`src/rtl/lsu_pkg.sv`:
```
// Shared types and lane constants for the load/store unit.
// Size encodings, FSM states and big-endian lane positions live here.
package lsu_pkg;

  typedef enum logic [1:0] {
    SZ_BYTE = 2'b00,
    SZ_HALF = 2'b01,
    SZ_WORD = 2'b10,
    SZ_RSVD = 2'b11
  } lsu_size_e;

  typedef enum logic [1:0] {
    ST_IDLE  = 2'b00,
    ST_READ  = 2'b01,
    ST_WRITE = 2'b10,
    ST_RESP  = 2'b11
  } lsu_state_e;

  // Big-endian lanes: the lowest byte address holds the most significant bits.
  localparam logic [4:0] LANE_B0_LSB = 5'd24;
  localparam logic [4:0] LANE_B1_LSB = 5'd16;
  localparam logic [4:0] LANE_B2_LSB = 5'd8;
  localparam logic [4:0] LANE_B3_LSB = 5'd0;
  localparam logic [4:0] LANE_H0_LSB = 5'd16;
  localparam logic [4:0] LANE_H2_LSB = 5'd0;

  function automatic logic [4:0] byte_lsb(input logic [1:0] off);
    case (off)
      2'd0:    return LANE_B0_LSB;
      2'd1:    return LANE_B1_LSB;
      2'd2:    return LANE_B2_LSB;
      default: return LANE_B3_LSB;
    endcase
  endfunction

  function automatic logic [4:0] half_lsb(input logic off_hi);
    return off_hi ? LANE_H2_LSB : LANE_H0_LSB;
  endfunction

endpackage

```
`src/rtl/lsu_lane_align.sv`:
```
// Combinational lane extraction/extension for loads and lane merge for
// sub-word stores; word accesses pass data straight through.
module lsu_lane_align
  import lsu_pkg::*;
(
  input  logic [31:0] i_word,
  input  lsu_size_e   i_size,
  input  logic        i_unsigned,
  input  logic [1:0]  i_off,
  input  logic [31:0] i_wdata,
  output logic [31:0] o_rdata,
  output logic [31:0] o_merged
);

  logic [4:0]  w_lsb;
  logic [7:0]  w_byte;
  logic [15:0] w_half;

  always_comb begin
    w_lsb    = (i_size == SZ_HALF) ? half_lsb(i_off[1]) : byte_lsb(i_off);
    w_byte   = 8'(i_word >> w_lsb);
    w_half   = 16'(i_word >> w_lsb);
    o_rdata  = i_word;
    o_merged = i_wdata;
    case (i_size)
      SZ_BYTE: begin
        o_rdata  = i_unsigned ? {24'h0, w_byte} : {{24{w_byte[7]}}, w_byte};
        o_merged = (i_word & ~(32'h0000_00FF << w_lsb)) | ({24'h0, i_wdata[7:0]} << w_lsb);
      end
      SZ_HALF: begin
        o_rdata  = i_unsigned ? {16'h0, w_half} : {{16{w_half[15]}}, w_half};
        o_merged = (i_word & ~(32'h0000_FFFF << w_lsb)) | ({16'h0, i_wdata[15:0]} << w_lsb);
      end
      default: ;
    endcase
  end

endmodule

```
`src/rtl/lsu_ctrl.sv`:
```
// Load/store unit controller: one request at a time, read-modify-write for
// sub-word stores. Define LSU_ALIGN_CHECK_EN to reject misaligned accesses.
module lsu_ctrl
  import lsu_pkg::*;
#(
  parameter int MEM_WORDS = 128
) (
  input  logic        clk,
  input  logic        rst_n,
  input  logic        req_valid,
  output logic        req_ready,
  input  logic        req_we,
  input  logic [1:0]  req_size,
  input  logic        req_unsigned,
  input  logic [31:0] req_addr,
  input  logic [31:0] req_wdata,
  output logic        resp_valid,
  output logic [31:0] resp_rdata,
  output logic        resp_err,
  output logic [31:0] mem_addr,
  output logic        mem_read_control,
  output logic        write_data_control,
  output logic [31:0] mem_wdata,
  input  logic [31:0] mem_rdata,
  output lsu_state_e  o_dbg_state
);

  // Handshake: a request transfers on a rising edge where req_valid && req_ready;
  // req_ready is high only in IDLE, and resp_valid is a single-cycle pulse with no backpressure.

  lsu_state_e r_state, w_next;
  logic        r_we, r_unsigned, r_err;
  lsu_size_e   r_size;
  logic [31:0] r_addr, r_wdata, r_word;

  lsu_size_e   w_size;
  logic [31:0] w_addr;
  logic        w_misaligned, w_oor, w_err, w_accept;
  logic [31:0] w_rdata, w_merged;

  assign w_size = (req_size == SZ_RSVD) ? SZ_WORD : lsu_size_e'(req_size);

`ifdef LSU_ALIGN_CHECK_EN
  assign w_addr       = req_addr;
  assign w_misaligned = ((w_size == SZ_HALF) && req_addr[0]) ||
                        ((w_size == SZ_WORD) && (req_addr[1:0] != 2'b00));
`else
  // Misaligned accesses are silently rounded down to the natural boundary.
  assign w_addr       = (w_size == SZ_WORD) ? {req_addr[31:2], 2'b00} :
                        (w_size == SZ_HALF) ? {req_addr[31:1], 1'b0}  : req_addr;
  assign w_misaligned = 1'b0;
`endif

  assign w_oor    = {2'b00, req_addr[31:2]} >= 32'(MEM_WORDS);
  assign w_err    = w_oor || w_misaligned;
  assign w_accept = req_valid && (r_state == ST_IDLE);

  always_ff @(posedge clk) begin
    if (!rst_n) begin
      r_state    <= ST_IDLE;
      r_we       <= 1'b0;
      r_unsigned <= 1'b0;
      r_err      <= 1'b0;
      r_size     <= SZ_BYTE;
      r_addr     <= 32'h0;
      r_wdata    <= 32'h0;
      r_word     <= 32'h0;
    end else begin
      r_state <= w_next;
      if (w_accept) begin
        r_we       <= req_we;
        r_unsigned <= req_unsigned;
        r_err      <= w_err;
        r_size     <= w_size;
        r_addr     <= w_addr;
        r_wdata    <= req_wdata;
      end
      if (r_state == ST_READ) r_word <= mem_rdata;
    end
  end

  always_comb begin
    w_next = r_state;
    case (r_state)
      ST_IDLE: begin
        if (req_valid) begin
          if (w_err)                               w_next = ST_RESP;
          else if (req_we && (w_size == SZ_WORD))  w_next = ST_WRITE;
          else                                     w_next = ST_READ;
        end
      end
      ST_READ:  w_next = r_we ? ST_WRITE : ST_RESP;
      ST_WRITE: w_next = ST_RESP;
      default:  w_next = ST_IDLE;
    endcase
  end

  lsu_lane_align u_align (
    .i_word     (r_word),
    .i_size     (r_size),
    .i_unsigned (r_unsigned),
    .i_off      (r_addr[1:0]),
    .i_wdata    (r_wdata),
    .o_rdata    (w_rdata),
    .o_merged   (w_merged)
  );

  always_comb begin
    req_ready          = (r_state == ST_IDLE);
    mem_read_control   = (r_state == ST_READ);
    // Gating with rst_n keeps a reset that lands mid-write from corrupting memory.
    write_data_control = (r_state == ST_WRITE) && rst_n;
    mem_addr           = 32'h0;
    mem_wdata          = 32'h0;
    if ((r_state == ST_READ) || (r_state == ST_WRITE)) mem_addr = {2'b00, r_addr[31:2]};
    if (r_state == ST_WRITE) mem_wdata = w_merged;
    resp_valid = (r_state == ST_RESP);
    resp_err   = (r_state == ST_RESP) && r_err;
    resp_rdata = ((r_state == ST_RESP) && !r_we && !r_err) ? w_rdata : 32'h0;
  end

  assign o_dbg_state = r_state;

endmodule

```
`config.mk`:
```
export PLATFORM = sky130hd
export DESIGN_NAME = lsu_ctrl
export DESIGN_NICKNAME = d
export VERILOG_FILES = /design/src/rtl/lsu_pkg.sv /design/src/rtl/lsu_lane_align.sv /design/src/rtl/lsu_ctrl.sv
export SDC_FILE = /design/constraint.sdc
export NUM_CORES = 1
export LEC_CHECK = 0
export BUFFER_PORTS_ARGS = -buffer_cell sky130_fd_sc_hd__buf_2
export CAP_MARGIN = 20
export CORE_UTILIZATION = 40
export CTS_CLUSTER_DIAMETER = 120
export DETAILED_ROUTE_END_ITERATION = 12
export PLACE_DENSITY = 0.76
export RECOVER_POWER = 50
export SKIP_LAST_GASP = 1
export SLEW_MARGIN = 20
export SYNTH_ARGS = -nofsm -noshare
export SYNTH_HDL_FRONTEND = slang
export SYNTH_HIERARCHICAL = 1
export SYNTH_SLANG_ARGS = --single-unit
export TNS_END_PERCENT = 100
```
`constraint.sdc`:
```
create_clock -name clk -period 2.6 [get_ports clk]
set_input_delay 0.13 -clock clk [delete_from_list [all_inputs] [get_ports clk]]
set_output_delay 0.13 -clock clk [all_outputs]
set_load 0.02 [all_outputs]
```
Yosys cells after proc, flatten, opt, wreduce, memory -nomap -nowiden
Index checks and enable logic that the tools add are counted.
{ "totals": {"regBits": 103, "latch_bits": 0, "mem_bits_rw": 0, "out_inout_bits": 103, "wordCells": 60, "n_memories": 0, "romBits": 0} }
{ "op_classes": {"n_mul": 0, "bitwise": 6, "addsub": 0, "n_shift": 5, "mux": 18, "div_mod_pow": 0, "n_lt_le_gt_ge": 1, "eq_ne": 10, "reduce_logical": 12} }
{ "ops": {"columns": ["op", "n"], "rows": [
  ["32-bit 2-to-1 mux", 4],
  ["32-bit case mux with 2 select lines", 2],
  ["32-bit bitwise AND", 2],
  ["32-bit NOT", 2],
  ["32-bit OR", 2],
  ["16-bit by 5-bit << shifter with 32-bit output", 1],
  ["16-bit by 5-bit << shifter with 32-bit output (first input constant)", 1],
  ["8-bit by 5-bit << shifter with 32-bit output", 1],
  ["8-bit by 5-bit << shifter with 32-bit output (first input constant)", 1],
  ["32-bit by 5-bit right shift with 16-bit output", 1],
  ["30-bit by 8-bit greater-or-equal comparator with 1-bit output (second input constant)", 1],
  ["30-bit 2-to-1 mux", 1],
  ["5-bit case mux with 3 select lines", 1],
  ["2-bit equality test (second input constant)", 5],
  ["2-bit 2-to-1 mux", 5],
  ["5-bit 2-to-1 mux", 2],
  ["2-bit by 1-bit equality test with 1-bit output (second input constant)", 4],
  ["1-bit logical AND", 6],
  ["2-bit zero test", 3],
  ["2-bit case mux with 3 select lines", 1],
  ["1-bit zero test", 2],
  ["1-bit 2-to-1 mux", 2],
  ["2-bit inequality test (second input constant)", 1],
  ["1-bit logical OR", 1]
]} }

Depth between registers and ports, before layout
Gate-level depths: netlist (run 1).
{ "depth": {"word_depth": 9, "ltp_mapped": 10} }

By module
Netlist (run 1), hierarchy kept.
{ "modules_own_cells": {"columns": ["mod", "area_each_um2", "seq_area_each_um2", "instances", "cells_each"], "rows": [
  ["lsu_ctrl", 4659.5, 2062.0, 1, 543],
  ["lsu_lane_align", 1652.8, 0.0, 1, 283]
]} }

Least setup slack after synthesis (run 1)
OpenSTA, ideal clock, no wires.
{ "synth_timing": {"kind": "register to output", "from": "register r_size[1]", "to": "output mem_wdata[19]", "path_stages_with_launch": 10, "t_required_ns": 2.470, "setup_slack_ns": 0.609, "arrival_time_ns": 1.861, "cell_sequence": "dfxtp_1 buf_4 nand2b_1 buf_4 nand2_1 ha_1 mux2_2 a22oi_1 o21ai_0 and2_1"} }
{ "synth_via": {"elab_chain_len": 8, "word_cells_on_any_way": 15, "cone_classes": "eq/ne: 1; shift: 4; mux: 3; bitwise: 6; reduce/logical: 1"} }
{ "synth_rtl": {"columns": ["item", "line_no", "text"], "rows": [
  ["from (decl)", "lsu_ctrl.sv:33", "lsu_size_e r_size;"],
  ["from (signal assigned)", "lsu_ctrl.sv:74", "r_size <= w_size;"],
  ["2-bit by 1-bit equality test with 1-bit output", "lsu_lane_align.sv:20, lsu_lane_align.sv:25", null],
  ["5-bit 2-to-1 mux", "lsu_lane_align.sv:20", "w_lsb = (i_size == SZ_HALF) ? half_lsb(i_off[1]) : byte_lsb(i_off);"],
  ["16-bit by 5-bit << shifter with 32-bit output or 8-bit by 5-bit << shifter with 32-bit output (tied branches)", "lsu_lane_align.sv:32, lsu_lane_align.sv:28", null],
  ["32-bit NOT (on tied branches)", "lsu_lane_align.sv:32, lsu_lane_align.sv:28", null],
  ["32-bit bitwise AND (on tied branches)", "lsu_lane_align.sv:32, lsu_lane_align.sv:28", null],
  ["32-bit OR (on tied branches)", "lsu_lane_align.sv:32, lsu_lane_align.sv:28", null],
  ["32-bit case mux with 2 select lines *", "lsu_lane_align.sv:25", "case (i_size)"],
  ["named net w_merged[19]", "lsu_ctrl.sv:39", "logic [31:0] w_rdata, w_merged;"],
  ["32-bit 2-to-1 mux *", "lsu_ctrl.sv:116", "if (r_state == ST_WRITE) mem_wdata = w_merged;"],
  ["to (decl)", "lsu_ctrl.sv:23", "output logic [31:0] mem_wdata,"]
]} }
The timed path passes the listed nets; every way through them passes the cells marked *.

Worst setup path in the final report (run 1)
{ "layout_timing": {"from": "register r_size[0]", "to": "output resp_rdata[8]"} }
{ "layout_via": {"elab_chain_len": 6, "word_cells_on_any_way": 8, "cone_classes": "eq/ne: 1; shift: 1; mux: 5; reduce/logical: 1"} }
{ "layout_rtl": {"columns": ["item", "line_no", "text"], "rows": [
  ["2-bit by 1-bit equality test with 1-bit output", "lsu_lane_align.sv:20, lsu_lane_align.sv:25", null],
  ["5-bit 2-to-1 mux", "lsu_lane_align.sv:20", null],
  ["32-bit by 5-bit right shift with 16-bit output", "lsu_lane_align.sv:21", "w_byte = 8'(i_word >> w_lsb);"],
  ["32-bit 2-to-1 mux (on tied branches)", "lsu_lane_align.sv:31, lsu_lane_align.sv:27", null],
  ["32-bit case mux with 2 select lines *", "lsu_lane_align.sv:25", null],
  ["named net w_rdata[8]", "lsu_ctrl.sv:39", null],
  ["32-bit 2-to-1 mux *", "lsu_ctrl.sv:119", "resp_rdata = ((r_state == ST_RESP) && !r_we && !r_err) ? w_rdata : 32'h0;"],
  ["to (decl)", "lsu_ctrl.sv:18", "output logic [31:0] resp_rdata,"]
]} }
Marks and branches as above.

==> flow_summary.toml, run 1 <==
[timing]
tightest_slew_ps = 1100
tns_ps = 0
finalSetupViolations = 0
clock_skew_ps = 6.76
layout_min_cycle_time_ps = 2420
slew_viol_final = 0
finalCritPeriodShare_pct = 93.0
slew_headroom_pct = 26.9
finalHoldViolations = 0
fmax_mhz = 414
rsz0062_at_grt = "no"

[place]
place_congestion = 0.957
hpwl_mm = 14.7
port_buffers = 203

[synthesis]
synth_seq_area_share_pct = 32.7
ys_ff_latch = 103
yosysUniqueCellTypes = 49
synthFlopType = "dfxtp_1"
syn_area_per_cell_um2 = 7.64
synthCells = 826
netlist_area_um2 = 6310
yosys-top-cells-area = "dfxtp_1, nand2_1, and2_1, mux2i_1, a21boi_0"
yosys_warnings = 6
synthArstFlopShare_pct = 0
yosys.area.top_type = "dfxtp_1"
synth-edff-count = 0
synth.top_cell.area_share_pct = 32.7

[floorplan]
dieHeight_um = 128
fp.dieW_um = 128
core.rowCount = 45
ios = 206
core_area_um2 = 15300
dieArea_um2 = 16300
start_util_pct = 41.2

[routing]
via_per_inst = 5.15
wl_per_cell_um = 16.6
drc_errors = 0
firstDrtPassIters = 5
wirelength_mm = 20.1
antenna_left = 0
vias = 6241
drt_iter0_drc = 603

[grt]
grt_use_total_pct = 24.6
grt_pass1_vias = 5715
grt_start_max_net_pins = 73
grt_use_met3_pct = 7.62
antenna_found_initial = 3
groute.layer.met2.usage_pct = 40.8
grt_overflow_total = 0
grt_pass1_wl_mm = 30.5
grt.met1_usage_pct = 30.3
gr-max-usage-layer = "met2"

[critical_path]
critPathKind = "reg2out"
crit_chain = "buf_4 > nor2b_4 > nor3_1 > o31ai_2 > and3_1 > and2_1 > buf_2"
worstPathRequired_ps = 2470
start_kind = "flip-flop"
end_kind = "primary output"
worst_path_max_delay_cell = "o31ai_2"
worstPathMaxFanout = 16
regToRegSetupSlack_ps = 320
cp_slowest_stage_delay_ps = 450
critPathArrivalTime_ps = 2290

[cts]
cts_tree = "yes"
cts_made_buffers = 9
htree_levels = 3
clockRootBuffer = "clkbuf_16"
clock_sinks = 103
clkTransAtPathRegs_ps = 70
worstSkewPairLatency_ps = 350
clk_path_buf_depth = 2

[power]
leakage_nw = 3.41
power.total_mw = 6.47
peakVddDrop_uv = 627
power-per-cell-area_nw_per_um2 = 838

[cells_and_area]
register_area_um2 = 2070
fin_nets = 1102
area_delta_synth_final_pct = 22.3
fillers = 1586
drive_above_1_share_pct = 24.6
multiInputGateArea_um2 = 3890

[outcome]
status = "finished, final reports clean"

[worst_hold_path]
hp-class = "in2reg"

[run]
cap_violations = 0
registers in the layout, indices dropped and copies added (netlist names):
signal	cells
r_addr	32
r_wdata	32
r_word	32
o_dbg_state	2
r_size	2
r_err	1
r_unsigned	1
r_we	1
final timing paths:
path                                                  start                 endpoint  cells past startpoint
worst min register to register      r_addr[23]$_SDFFE_PN0P_  r_addr[23]$_SDFFE_PN0P_                      2
worst min-delay path                           req_addr[23]  r_addr[23]$_SDFFE_PN0P_                      3
worst max register to register  o_dbg_state[0]$_SDFFE_PN0P_  r_addr[22]$_SDFFE_PN0P_                      6
worst max-delay path                 r_size[0]$_SDFFE_PN0P_            resp_rdata[8]                      7
synth_stat cells, types with 2 or more instances:
library cell	count
a21boi_0	49
a21boi_1	20
a21oi_1	15
a21oi_2	2
a221oi_1	4
a22o_1	9
a22oi_1	11
a31oi_1	4
and2_1	98
and3_1	7
buf_2	16
buf_4	8
buf_6	4
clkbuf_1	35
dfxtp_1	103
ha_1	5
inv_1	8
mux2_2	3
mux2i_1	56
nand2_1	214
nand2b_1	13
nand3b_1	3
nor2_1	25
nor2b_1	39
nor3_1	9
nor3_4	2
nor4_1	3
nor4_2	2
o21ai_0	21
o21ai_1	6
o221a_2	2
o221ai_1	8
o22ai_1	3
o31ai_1	2
or2_2	3
metrics by stage:
stage	hold slack, ps	instance area [µm²]	util (%)	setup WS (ps)	instances
finish	14.5	7720	50.4	183	1212
global route	15.3	7710	50.4	61.3	1211
CTS	7.26	7740	50.5	91.9	1210
detailed placement	388	7450	48.6	491	1194
global placement	381	7450	48.6	513	1194
floorplan	265	6320	-	609	827
critical path, delay by kind of cell (launching register included):
family	cells	cell delay, ps
flip-flops	1	380
buffers and inverters	2	370
AND/OR/NAND/NOR	4	730
AO/OA/AOI/OAI	1	450
power breakdown:
part	internal [mW]	switching (mW)
Clock	0.731	0.617
Combinational	1.08	1.70
Sequential	1.90	0.439
repair_timing:
item                                    4_1_cts  5_1_grt
hold buffers                                  0        0
gates resized for setup                       0        4
endpoints found under the setup margin        0       23
buffers inserted                              0        0
layer usage:
metal  routed length [µm]  vias to the layer above  part of all wire, %
met5                    0                        -                    0
met4                  503                        0                  2.5
met3                 1930                       39                  9.6
met2                 9270                      315                   46
met1                 8370                     2801                   42
li1                     -                     3086                    -
kinds of logic (layout without fill, tap and decap cells):
kind of cell | after synthesis | after routing | share of synthesized area [%]
other | 1 | 4 | 0.0594
AO/OA/AOI/OAI | 160 | 160 | 17.9
buffers and inverters | 73 | 245 | 5.69
multiplexers | 59 | 59 | 9.42
adder cells (fa/ha/maj) | 5 | 5 | 0.991
flip-flops | 103 | 103 | 32.7
AND/OR/NAND/NOR | 425 | 425 | 33.3
area by class of cell:
type / instances / share of cell area, %
tap: 211 / 3.42
multi-input combinational: 651 / 50.5
clock buffer: 12 / 3.45
timing repair buffer: 220 / 14.9
antenna: 2 / 0.0649
clock inverter: 4 / 0.357
inverter: 9 / 0.503
sequential: 103 / 26.8
cell usage in the layout (no fill, tap or decap), types with 4 or more instances in the layout:
master	synthesis	routed
a21boi_0	49	68
a21oi_1	15	15
a221oi_1	4	4
a22o_1	9	9
a22oi_1	11	11
a31oi_1	4	4
and2_1	98	95
and3_1	7	7
buf_2	16	193
buf_4	8	9
clkbuf_1	35	13
clkbuf_16	0	9
dfxtp_1	103	100
ha_1	5	5
inv_1	8	8
mux2i_1	56	56
nand2_1	214	215
nand2b_1	13	13
nor2_1	25	25
nor2b_1	39	39
nor3_1	9	9
o21ai_0	21	21
o21ai_1	6	6
o221ai_1	8	8
Power figures use the tool's default switching activity.
==> run 2, diff against run 1 <==
--- a/config.mk
+++ b/config.mk
@@ -12,6 +12,7 @@
 export DETAILED_ROUTE_END_ITERATION = 12
 export PLACE_DENSITY = 0.76
 export RECOVER_POWER = 50
+export REMOVE_ABC_BUFFERS = 1
 export SKIP_LAST_GASP = 1
 export SLEW_MARGIN = 20
 export SYNTH_ARGS = -nofsm -noshare
==> flow_summary.toml, run 2 (synthesis gave the netlist of run 1 again) <==
[critical_path]
worst_path_max_delay_cell = "a21oi_2"
critPathKind = "reg2out"
end_kind = "primary output"
path_depth = 6
crit_chain = "buf_4 > or2_1 > a21oi_2 > o221a_2 > and2_1 > buf_2"
path_delay_family = "compound AO/OA/AOI/OAI gates"
r2r_cells = 6
cp_num_buf_inv = 2
worstPathRequired_ps = 2470
r2r-start = "o_dbg_state[1]$_SDFFE_PN0P_"
startpoint = "r_size[0]$_SDFFE_PN0P_"
cp_slowest_stage_delay_ps = 480
start_kind = "flip-flop"
critPathArrivalTime_ps = 2320
worstPathMaxFanout = 11

[cells_and_area]
fin_nets = 1103
fin_cells = 1212
reg.largest.list = "r_addr (32), r_wdata (32), r_word (32)"
fillers = 1577
area_delta_synth_final_pct = 23.0
layout_commonest_cell = "nand2_1"
final_cell_mix = "nand2_1, buf_2, dfxtp_1"
drive_above_1_share_pct = 24.9

[routing]
antenna_left = 0
vias = 6308
firstDrtPassIters = 5
wl_per_cell_um = 16.5
via_per_inst = 5.20
wirelength_mm = 20.0
drc_errors = 0
drt_iter0_drc = 405

[worst_hold_path]
holdPathStages = 3
min_from = "req_wdata[21]"
hp-class = "in2reg"

[cts]
htree_levels = 3
cts_made_buffers = 9
clockRootBuffer = "clkbuf_16"
clk_path_buf_depth = 2
worstSkewPairLatency_ps = 350
clock_sinks = 103
post_cts_buffers = 0
cts_tree = "yes"
clkTransAtPathRegs_ps = 70
cts_hold_buffers = 0

[timing]
finalHoldViolations = 0
finalSetupViolations = 0
finalCritPeriodShare_pct = 94.4
slew_viol_final = 0
slew_headroom_pct = 23.5
clock_skew_ps = 8.13
setup_ws_ps = 145
layout_min_cycle_time_ps = 2450
tightest_slew_ps = 1150
fmax_mhz = 407
rsz0062_at_grt = "yes"

[power]
clockPowerShare_pct = 22.0
power.internal_mw = 3.83
p_comb_share_pct = 43.4
peakVddDrop_uv = 635
seqPwrFrac_pct = 34.6
power.total_mw = 6.58
power_switching_mw = 2.74
power-per-cell-area_nw_per_um2 = 847
sw_frac_of_total_pct = 41.7
leakage_nw = 3.43

[run]
cap_violations = 0

[grt]
grt_pass1_vias = 6022
grt_overflow_total = 0
antenna_found_initial = 1
grt_use_total_pct = 25.2
grt_pass1_wl_mm = 32.1
grt_start_max_net_pins = 100

[place]
dp_slack_ps = 265
placedCellCount = 1195
place_congestion = 0.903
port_buffers = 203
hpwl_mm = 14.6

[outcome]
status = "finished, final reports clean"

[floorplan]
ios = 206
fp.dieW_um = 128
start_util_pct = 41.2
dieHeight_um = 128
core_area_um2 = 15300
core.rowCount = 45
dieArea_um2 = 16300
==> run 2: cell types whose count changed in the layout (fill, tap and decap cells not counted), moves of 3 or more <==
cell      previous run  this run
a21boi_0            68        65
a21boi_1             1         4
and2_1              95        98
clkbuf_8             3         0
==> run 2: through the flow <==
| step | setup TNS, ps | hold WS, ps | instance area [µm²] | utilization (%) |
|---|---|---|---|---|
| 2_1_floorplan | -6040 | 258 | 6000 | - |
| 3_5_place_dp | 0 | 388 | 7460 | 48.7 |
| 3_3_place_gp | 0 | 379 | 7460 | 48.7 |
| 4_1_cts | 0 | 9.73 | 7780 | 50.8 |
| 6_report | 0 | 16.9 | 7760 | 50.7 |
| 5_1_grt | -9.67 | 14.0 | 7760 | 50.7 |
==> run 2: worst reg2reg max path, delay by kind of cell (launching register included) <==
family / cells / cell delay [ps]
AOI/OAI and AO/OA: 1 / 200
buffers and inverters: 2 / 530
DFF: 1 / 360
adders and majority gates: 1 / 190
and+or+nand+nor: 2 / 1020
==> run 2: power by group through the flow <==
stage | Combinational, mW | Clock (mW) | Sequential, mW
2_1_floorplan | 1.87 | 0 | 2.22
3_3_place_gp | 2.83 | 0 | 2.28
3_5_place_dp | 2.87 | 0 | 2.30
4_1_cts | 2.89 | 1.48 | 2.27
5_1_grt | 3.15 | 1.55 | 2.32
6_report | 2.85 | 1.45 | 2.28
==> run 2: final cells by class <==
cell class | count | area [µm²] | area share [%]
Sequential cell | 103 | 2070 | 26.7
Timing Repair Buffer | 221 | 1170 | 15.0
Clock inverter | 3 | 67.6 | 0.870
Clock buffer | 13 | 240 | 3.09
Antenna cell | 1 | 2.50 | 0.0322
Multi-Input combinational cell | 651 | 3910 | 50.4
Inverter | 9 | 38.8 | 0.500
Tap cell | 211 | 264 | 3.40
==> run 2: worst paths after layout <==
path / end / slack, ps
hold / removal: r_wdata[21]$_SDFFE_PN0P_ / 20
setup / recovery: resp_rdata[4] / 150
hold reg to reg: r_addr[22]$_SDFFE_PN0P_ / 450
setup reg to reg: r_wdata[3]$_SDFFE_PN0P_ / 220
==> run 2: per-layer routing <==
| metal | global-route usage (%) | vias up | part of all wire [%] |
|---|---|---|---|
| li1 | - | 3083 | - |
| met1 | 31.8 | 2874 | 43 |
| met2 | 42.3 | 317 | 47 |
| met3 | 7.20 | 32 | 9.2 |
| met4 | 6.51 | 2 | 1.6 |
| met5 | 0 | - | 0.085 |
==> run 2: repair_timing <==
| action | CTS | global route |
|---|---|---|
| setup endpoints to repair | 7 | 44 |
| gates resized for setup | 1 | 6 |
| hold endpoints to repair | 0 | 0 |
==> run 3, diff against run 2 <==
--- a/config.mk
+++ b/config.mk
@@ -5,6 +5,7 @@
 export SDC_FILE = /design/constraint.sdc
 export NUM_CORES = 1
 export LEC_CHECK = 0
+export ABC_AREA = 1
 export BUFFER_PORTS_ARGS = -buffer_cell sky130_fd_sc_hd__buf_2
 export CAP_MARGIN = 20
 export CORE_UTILIZATION = 40
==> flow_summary.toml, run 3 <==
[outcome]
status = "finished, final reports clean"

[cells_and_area]
drive_above_1_share_pct = 18.4
reg.largest.list = "r_addr (32), r_wdata (32), r_word (32)"
area_delta_synth_final_pct = 24.5
final_cell_mix = "nor2_1, nand2_1, buf_2"
fin_cells = 1546
layout_commonest_cell = "nor2_1"
final_area_um2 = 8250
fin_nets = 1431

[timing]
finalHoldViolations = 0
clock_skew_ps = 8.84
tightest_slew_ps = 1150
slew_headroom_pct = 23.2
fmax_mhz = 400
layout_min_cycle_time_ps = 2500
finalSetupViolations = 0
setup_ws_ps = 101
slew_viol_final = 0
rsz0062_at_grt = "yes"
finalCritPeriodShare_pct = 96.1

[synthesis]
synth.top_cell.area_share_pct = 31.1
ys_ff_latch = 103
synthCells = 1141
synth_compound_area_share_pct = 13.3
yosys_warnings = 6
yosys.area_share.simple_pct = 40.1
synth_top_family_by_area = "simple AND/OR/NAND/NOR gates"
synthFlopType = "dfxtp_1"
yosys.area.top_type = "dfxtp_1"
synth_xor_area_share_pct = 0
syn_area_per_cell_um2 = 5.81
netlist_area_um2 = 6630
synth_seq_area_share_pct = 31.1
synth-edff-count = 0
yosys-top-cells-area = "dfxtp_1, nor2_1, nand2_1, nand3_1, inv_1"
yosysUniqueCellTypes = 29
synth.area.mux_share_pct = 0
synthArstFlopShare_pct = 0
ys_top_cells_by_count = "nor2_1, nand2_1, inv_1, nand3_1, dfxtp_1"
synth_most_common_cell = "nor2_1"
synth_adder_area_share_pct = 0.944

[floorplan]
start_util_pct = 41.4
core_area_um2 = 16000
dieHeight_um = 131
fp.dieW_um = 131
core.rowCount = 46
dieArea_um2 = 17100
ios = 206

[routing]
wirelength_mm = 22.2
vias = 7822
via_per_inst = 5.06
wl_per_cell_um = 14.4
drt_iter0_drc = 640
drc_errors = 0
antenna_left = 0
firstDrtPassIters = 6

[critical_path]
startpoint = "r_size[1]$_SDFFE_PN0P_"
worstPathRequired_ps = 2470
critPathArrivalTime_ps = 2370
r2r-start = "o_dbg_state[0]$_SDFFE_PN0P_"
start_kind = "flip-flop"
r2r_cells = 7
critPathKind = "reg2out"
worstPathMaxFanout = 34
end_kind = "primary output"

[run]
cap_violations = 0

[grt]
antenna_found_initial = 2
grt_pass1_vias = 6779
grt_start_max_net_pins = 68
grt_overflow_total = 0
grt_pass1_wl_mm = 34.0
grt_use_total_pct = 25.6

[place]
place_congestion = 0.904
placedCellCount = 1501
dp_slack_ps = 344
port_buffers = 203
hpwl_mm = 14.6
detailed_place.area_um2 = 7660

[worst_hold_path]
holdPathStages = 3
hp-class = "in2reg"
min_from = "mem_rdata[8]"

[cts]
worstSkewPairLatency_ps = 360
clk_path_buf_depth = 2
clockRootBuffer = "clkbuf_16"
htree_levels = 3
cts_made_buffers = 9
clkTransAtPathRegs_ps = 80
cts_tree = "yes"
clock_sinks = 103

[power]
power-per-cell-area_nw_per_um2 = 1010
power.total_mw = 8.31
peakVddDrop_uv = 681
leakage_nw = 4.44
==> run 3: cell types whose count changed in the layout (fill, tap and decap cells not counted), moves of 56 or more <==
cell      before  now
nor2_1        25  245
inv_1          8  140
nand3_1        1  116
and2_1        98    0
o21ai_0       21  103
a21boi_0      65    0
mux2i_1       56    0
==> run 3: final cells by class <==
type	count	area, µm²
clock buffers	9	225
well taps	216	270
clock inverters	7	80.1
diodes	2	5.00
flip-flops and latches	103	2060
repair buffers	250	1410
fillers	1723	7750
multi-input cells	815	3650
inverters	144	546
==> run 3: layer usage <==
metal  part of all wire, %  track usage (%)  vias to the layer above
met5                     0                0                        -
met4                   1.8             8.38                        0
met3                   9.2             5.78                       31
met2                    46             43.0                      366
met1                    43             32.4                     3481
li1                      -                -                     3944
==> run 3: worst paths after layout <==
kind / end / slack, ps
setup / recovery: resp_rdata[16] / 100
hold / removal: r_word[8]$_SDFFE_PN0P_ / 3
setup reg to reg: r_addr[0]$_SDFFE_PN0P_ / 290
hold reg to reg: r_addr[0]$_SDFFE_PN0P_ / 480
==> run 3: metrics by stage <==
step	TNS, ps	hold slack (ps)	util, %
2_1_floorplan	-33740	265	-
3_3_place_gp	0	351	47.9
3_5_place_dp	0	357	47.9
4_1_cts	0	0.0826	51.3
5_1_grt	-52.4	12.5	51.5
6_report	0	3.27	51.6
==> run 3: logic make-up after synthesis <==
logic type / Yosys count
and+or+nand+nor: 636
DFF: 103
AOI/OAI and AO/OA: 171
buffers and inverters: 225
other: 1
adders and majority gates: 5
==> run 3: critical path, cell delays in order (launching register included) <==
cell and delay (ps):
dfxtp_2 340, buf_4 260, nor2_2 400, nand4_4 380, nand3_1 210, inv_1 50
nor2_1 170, buf_2 200
==> run 3: repair_timing <==
action | CTS | global route
pin swaps | 0 | 2
setup buffers | 0 | 2
endpoints found under the hold margin | 23 | 0
hold buffers | 23 | 0
gates resized for setup | 1 | 5
gates cloned | 0 | 1
endpoints found under the setup margin | 5 | 34
==> run 3: power breakdown <==
part | internal [mW] | leakage, nW | switching (mW)
clock | 0.761 | 0.148 | 0.670
sequential | 2.07 | 0.850 | 0.444
combinational | 1.37 | 3.44 | 3.00
total | 4.20 | 4.44 | 4.11
